<file path="config.mk">
export PLATFORM = sky130hd
export DESIGN_NAME = fwd_scoreboard
export DESIGN_NICKNAME = d
export VERILOG_FILES = /design/src/rtl/fwd_scoreboard.sv
export SDC_FILE = /design/constraint.sdc
export NUM_CORES = 1
export LEC_CHECK = 0
export ABC_AREA = 1
export BUFFER_PORTS_ARGS = -buffer_cell sky130_fd_sc_hd__buf_2
export CORE_MARGIN = 8
export CORE_UTILIZATION = 45
export CTS_BUF_LIST = sky130_fd_sc_hd__clkbuf_16
export CTS_CLUSTER_DIAMETER = 60
export CTS_CLUSTER_SIZE = 40
export DETAILED_ROUTE_END_ITERATION = 16
export GPL_TIMING_DRIVEN = 1
export PLACE_DENSITY = 0.74
export REMOVE_ABC_BUFFERS = 1
export SLEW_MARGIN = 5
export SYNTH_ARGS = -nofsm -noshare
export SYNTH_HDL_FRONTEND = slang
export SYNTH_SLANG_ARGS = --single-unit
</file>
<file path="constraint.sdc">
create_clock -name clk -period 10.65 [get_ports clk]
set_input_delay 2.13 -clock clk [delete_from_list [all_inputs] [get_ports clk]]
set_output_delay 2.13 -clock clk [all_outputs]
set_load 0.05 [all_outputs]
</file>
<file path="src/rtl/fwd_scoreboard.sv">
// Issue-stage RAW/WAW scoreboard with forwarding-select generation.
// Define FWD_SB_PERF_EN to build the saturating stall-cycle counter.
module fwd_scoreboard #(
  parameter int NUM_SRC = 2,
  parameter int NUM_FWD = 2,
  parameter int LAT_W   = 3
) (
  input  logic                 clk,
  input  logic                 rst_n,
  input  logic                 issue_valid,
  input  logic [NUM_SRC*5-1:0] issue_rs,
  input  logic [4:0]           issue_rd,
  input  logic                 issue_wb_en,
  input  logic [LAT_W-1:0]     issue_lat,
  input  logic                 flush,
  input  logic [NUM_FWD-1:0]   fwd_wb_en,
  input  logic [NUM_FWD*5-1:0] fwd_rd,
  output logic                 stall,
  output logic                 issue_accept,
  output logic [NUM_SRC*2-1:0] fwd_sel,
  output logic                 busy,
  output logic [31:0]          perf_stall_cycles
);

  logic [LAT_W-1:0] cnt_q [1:31];
  logic [LAT_W-1:0] cnt_v [32];
  logic             raw;
  logic             waw;
  logic             load;
  logic [4:0]       rs;
  logic [4:0]       frd;

  // x0 never has an entry; a zero view keeps lookups uniform
  always_comb begin
    cnt_v[0] = '0;
    for (int r = 1; r < 32; r++) cnt_v[r] = cnt_q[r];
  end

  always_comb begin
    raw = 1'b0;
    rs  = '0;
    for (int i = 0; i < NUM_SRC; i++) begin
      rs = issue_rs[5*i +: 5];
      if (rs != 5'd0 && cnt_v[rs] != '0) raw = 1'b1;
    end
  end

  assign waw = issue_wb_en && issue_rd != 5'd0
            && cnt_v[issue_rd] > issue_lat;

  assign stall        = issue_valid & (raw | waw);
  assign issue_accept = issue_valid & ~stall & ~flush;
  assign load         = issue_accept & issue_wb_en
                      & (issue_rd != 5'd0) & (issue_lat != '0);

  // walk oldest to youngest so the youngest match is the one kept
  always_comb begin
    fwd_sel = '0;
    frd     = '0;
    for (int i = 0; i < NUM_SRC; i++) begin
      for (int k = NUM_FWD - 1; k >= 0; k--) begin
        frd = fwd_rd[5*k +: 5];
        if (fwd_wb_en[k] && frd != 5'd0
            && frd == issue_rs[5*i +: 5])
          fwd_sel[2*i +: 2] = 2'(k + 1);
      end
    end
  end

  for (genvar r = 1; r < 32; r++) begin : g_cnt
    always_ff @(posedge clk or negedge rst_n) begin
      if (!rst_n)
        cnt_q[r] <= '0;
      else if (load && issue_rd == 5'(r))
        cnt_q[r] <= issue_lat;
      else if (cnt_q[r] != '0)
        cnt_q[r] <= cnt_q[r] - 1'b1;
    end
  end

  always_comb begin
    busy = 1'b0;
    for (int r = 1; r < 32; r++)
      if (cnt_q[r] != '0) busy = 1'b1;
  end

`ifdef FWD_SB_PERF_EN
  logic [31:0] perf_q;

  always_ff @(posedge clk or negedge rst_n) begin
    if (!rst_n)
      perf_q <= '0;
    else if (stall && perf_q != 32'hFFFF_FFFF)
      perf_q <= perf_q + 32'd1;
  end

  assign perf_stall_cycles = perf_q;
`else
  assign perf_stall_cycles = 32'd0;
`endif

endmodule

</file>
## After elaboration in Yosys (flattened, before gate mapping)

Cells that the tools add are included.

| storage, ports and cells | value |
|---|---|
| flip-flop bits (word level) | 93 |
| logic and storage cells | 332 |

| cells by class | value |
|---|---|
| $add $sub $neg | 31 |
| order comparisons | 4 |
| eq/ne operators | 35 |
| mux-type cells | 108 |
| bitwise operators | 12 |
| reduce and logical (&&, ||, !) cells | 111 |

Operator list:

| cell | count |
|---|---|
| $mux W3 | 68 |
| $reduce_bool A3 Y1 | 34 |
| $sub A3 B1 Y3 const B | 31 |
| $eq A5 B5 Y1 const B | 16 |
| $reduce_bool A2 Y1 | 31 |
| $bmux W3 S5 | 3 |
| $logic_and A1 B1 Y1 | 41 |
| $eq A5 B4 Y1 const B | 8 |
| $mux W1 | 33 |
| $reduce_bool A5 Y1 | 5 |
| $eq A5 B3 Y1 const B | 4 |
| $eq A5 B5 Y1 | 4 |
| $ge A6 B6 Y1 const B | 3 |
| $not A5 Y6 | 3 |
| $eq A5 B2 Y1 const B | 2 |
| $mux W2 | 4 |
| $and A1 B1 Y1 | 6 |
| $eq A5 B1 Y1 const B | 1 |
| $gt A3 B3 Y1 | 1 |
| $not A1 Y1 | 2 |
| $or A1 B1 Y1 | 1 |

## Depth between registers and ports, before layout

| logic depth | value |
|---|---|
| word-level depth | 32 |
| gate-level depth with buffers | 21 |

## Least setup slack after synthesis

No wires, ideal clock.

| timing | value |
|---|---|
| path type | in2out |
| start point | input issue_rs[5] |
| end point | output fwd_sel[3] |
| arrival time | 4.916 ns |
| path slack | 3.604 ns |
| stages | 6 |
| path buffers | 2 |
| cell sequence | buf_4 -> buf_4 -> xnor2_1 -> nand3_1 -> nor4_1 -> nor2_1 |

| on the way | value |
|---|---|
| cells in the longest elaborated chain, start to end | 4 |

Ends and longest elaborated chain:

| element | line | RTL |
|---|---|---|
| from (decl) | 11 | `input logic [NUM_SRC*5-1:0] issue_rs,` |
| $eq A5 B5 Y1 | 64 | `&& frd == issue_rs[5*i +: 5])` |
| $logic_and A1 B1 Y1 | 64 |  |
| $mux W2 | 63 | `if (fwd_wb_en[k] && frd != 5'd0` |
| $mux W2 * | 63 |  |
| to (decl) | 20 | `output logic [NUM_SRC*2-1:0] fwd_sel,` |

Mark *: on every way between the ends. The rest lies on a longest branch, timed or not.

## Final worst setup path

| timing | value |
|---|---|
| start point | input issue_rd[0] |
| end point | output issue_accept |

| on the way | value |
|---|---|
| cells in the longest elaborated chain, start to end | 11 |

Ends and longest elaborated chain:

| element | line | RTL |
|---|---|---|
| from (decl) | 12 | `input logic [4:0] issue_rd,` |
| $not A5 Y6 (not written as such) | 49 | `&& cnt_v[issue_rd] > issue_lat;` |
| $bmux W3 S5 | 49 |  |
| $mux W3 (not written as such) (2 in series) | 49 |  |
| $gt A3 B3 Y1 | 49 |  |
| $logic_and A1 B1 Y1 * | 49 |  |
| $or A1 B1 Y1 * | 51 | `assign stall = issue_valid & (raw \| waw);` |
| $and A1 B1 Y1 * | 51 |  |
| $not A1 Y1 * | 52 | `assign issue_accept = issue_valid & ~stall & ~flush;` |
| $and A1 B1 Y1 * (2 in series) | 52 |  |
| to (decl) | 19 | `output logic issue_accept,` |

Mark *: on every way between the ends. The rest lies on a longest branch, timed or not. The select of a mux whose other input is x is not followed.

==> results by group <==
Worst setup path
  – Critical path required time: 8520 ps
  – R2R cell count: 17
  – CP Class: in -> out
  – RR Endpoint: cnt_q[73]$_DFFE_PN0P_
  – Origin of the worst setup path: issue_rd[0]
  – Startpoint types: primary input
  – Maximum fanout along the worst path: 30
  – CP Capture Type: output port
  – WP data arrival: 5350 ps
  – Flop-to-flop setup slack: 7050 ps
  – Crit Reg-Reg Startpoint: cnt_q[5]$_DFFE_PN0P_

Detailed routing
  – Pre-antenna DRT Iters: 8
  – Via count: 9004
  – DRT antenna net count: 0
  – Routed WL per cell: 18.98 µm
  – Wire length on met3: 3024 µm
  – Wl on met1: 12290 µm
  – Vias per cell: 5.702
  – Routed wire length: 29960 µm
  – Met2 wire length: 13420 µm
  – DR top layer: met4
  – DR iter-0 viols: 1070
  – # DRC: 0

Power and ir drop
  – Static Leak: 4.766 nW
  – Pwr/cell area: 279.3 nW/µm²
  – Power Total: 2.571 mW
  – VDD IR max: 0.1312 mV

Synth
  – Sequential fraction of the synthesis area: 0.2648
  – Cells after Synth: 1310
  – Synth top area share: 0.2648
  – Mapped Avg Cell Area: 6.709 µm²
  – Area contributors post-synth: dfrtp_1, nand2_1, nand3_1
  – Synth Warn #: 0
  – Seq cells post-synth: 93
  – Yosys top cell by area: dfrtp_1
  – Post-Syn Area: 8788 µm²
  – Yosys cell types: 33

Global route
  – Gr ovfl total: 0
  – Gr usage total: 0.2466
  – Vias in the first global route: 8393
  – Largest net degree at the start of global routing: 94
  – Number of antenna violations at the first check in global routing: 0
  – Global-route wire length before repair: 46710 µm

Clock tree
  – Max Root-Sink Buffers: 2
  – Setup bufs post-CTS: 0
  – H-Tree Depth: 3
  – Total CTS buffers: 9
  – Clock Root Buffer: clkbuf_16
  – Clock latency on the worst-skew pair: 360 ps
  – Cts hold-fix bufs: 0
  – CTS tree: done
  – # resized after CTS: 0
  – Clock sink total: 93
  – Reg clk slew, reported paths: 70 ps

Layout
  – Largest register FFs: 93
  – Final Cell Area: 9205 µm²
  – Share of cells above drive strength 1: 0.05784
  – Total Nets Final: 1410
  – Synth-to-Final Area Change: 4.741%
  – ANT cells: 0
  – Biggest regs: cnt_q x93
  – Biggest register: cnt_q

STA
  – Final Hold Violating Endpoints: 0
  – Final setup vio count: 0
  – Final Cycle Share: 0.7019
  – Slew HR: 0.2237
  – Tightest Pin Transition: 1162 ps
  – Post-layout min period: 7476 ps
  – Max Clock Freq: 133.8 MHz
  – Total negative slack: 0 ps
  – Clk_skew: 10.15 ps
  – Slew Limit Fails: 0
  – Hold slack: 574.5 ps
  – RSZ-0062 raised after global routing: false
  – Post-route worst setup slack: 3174 ps

Placed design
  – Dpl ws: 3329 ps
  – PortBufs: 41
  – Placer Congestion: 1.003
  – Post-DP Area: 8946 µm²
  – Detailed Place HPWL: 21470 µm

Die
  – Initial core utilization: 0.4545
  – IO Count: 74
  – Die area: 24260 µm²
  – Row cnt: 51
  – Core area: 19330 µm²
  – Chip width: 155.8 µm
  – Die H: 155.8 µm

Worst hold path
  – Hold endpoint: cnt_q[3]$_DFFE_PN0P_
  – Beginning of the worst hold path: cnt_q[3]$_DFFE_PN0P_
  – Hold Crit Class: reg -> reg
  – Hold path cells: 3

Job
  – Max-cap viol count: 0

Status
  – Status: finished, final reports clean
[cell usage in the layout (no fill, tap or decap), drive strengths merged, types with 2 or more instances in the layout]
cell type,count
a221oi,4
clkinvlp,3
ha,65
conb,32
dfrtp,93
clkbuf,9
nor4,7
inv,158
a21oi,29
or4,3
a22oi,3
nand2,343
o221ai,3
o22ai,36
nand3,168
buf,49
nor2,86
nand4,44
o2111ai,2
nor3,30
xor2,39
xnor2,43
clkinv,2
mux2i,2
o21ai,58
o31ai,2
[metrics by stage]
| stage | instances | util |
|---|---|---|
| 2_1_floorplan | 1250 | - |
| 3_3_place_gp | 1564 | 0.4627 |
| 3_5_place_dp | 1564 | 0.4627 |
| 4_1_cts | 1579 | 0.4761 |
| 5_1_grt | 1579 | 0.4761 |
| 6_report | 1579 | 0.4761 |
[report_power, final]
part,switching (mW),internal [mW],leakage [nW],total (mW)
Combinational,0.960,0.579,3.54,1.54
Clock,0.145,0.155,0.124,0.300
Sequential,0.181,0.552,1.10,0.733
[final cells by class]
class	instances	area [µm²]
Tap cell	265	331.6
Inverter	157	589.3
Clock inverter	6	33.78
Fill cell	1958	10130
Multi-Input combinational cell	1000	5430
Clock buffer	9	225.2
Timing Repair Buffer	49	267.8
Sequential cell	93	2327
[routing by layer]
metal | global-route usage | vias to the layer above
met5 | 0 | -
met4 | 0.1123 | 0
met3 | 0.04626 | 97
met2 | 0.3896 | 495
met1 | 0.3214 | 4194
li1 | - | 4218
[worst max-delay path, cell delays in order]
cell and delay, ps:
buf_2 130, inv_1 70, nand2_1 840, o22ai_1 140
o21ai_0 310, o2111ai_1 150, nand2_1 80, nand2_1 70
ha_1 300, a21oi_1 150, o21ai_0 110, nand3_1 140
nand2_1 80, nor2_1 80, nand3_1 170, inv_1 100
buf_2 260
[cell usage after synthesis, drive strengths merged]
library cell	number
a21oi	29
a221oi	4
a22oi	3
a31o	1
buf	58
clkbuf	33
clkinv	1
conb	1
dfrtp	93
ha	65
inv	156
mux2i	2
nand2	343
nand3	168
nand4	44
nor2	86
nor3	30
nor4	7
o2111ai	2
o21ai	58
o221ai	3
o22ai	36
o31ai	2
or4	3
xnor2	43
xor2	39
[cells by family (layout without fill, tap and decap cells)]
logic type	after synthesis	after routing	share of synthesized area
other	1	32	0.0004267
DFF	93	93	0.2648
muxes	2	2	0.002278
AOI/OAI and AO/OA	138	138	0.08941
xor gates and xnor gates	82	82	0.08172
buffers and inverters	248	221	0.1314
adders and majority gates	65	65	0.09254
and+or+nand+nor	681	681	0.3374
[how the worst max path moves through the flow]
stage,slack (ps),to,cells past startpoint
finish,3170,issue_accept,17
global route,2930,issue_accept,17
CTS,3330,issue_accept,17
detailed placement,3330,issue_accept,17
global placement,3420,issue_accept,17
floorplan,3620,stall,14
(Power assumes the default switching activity.)
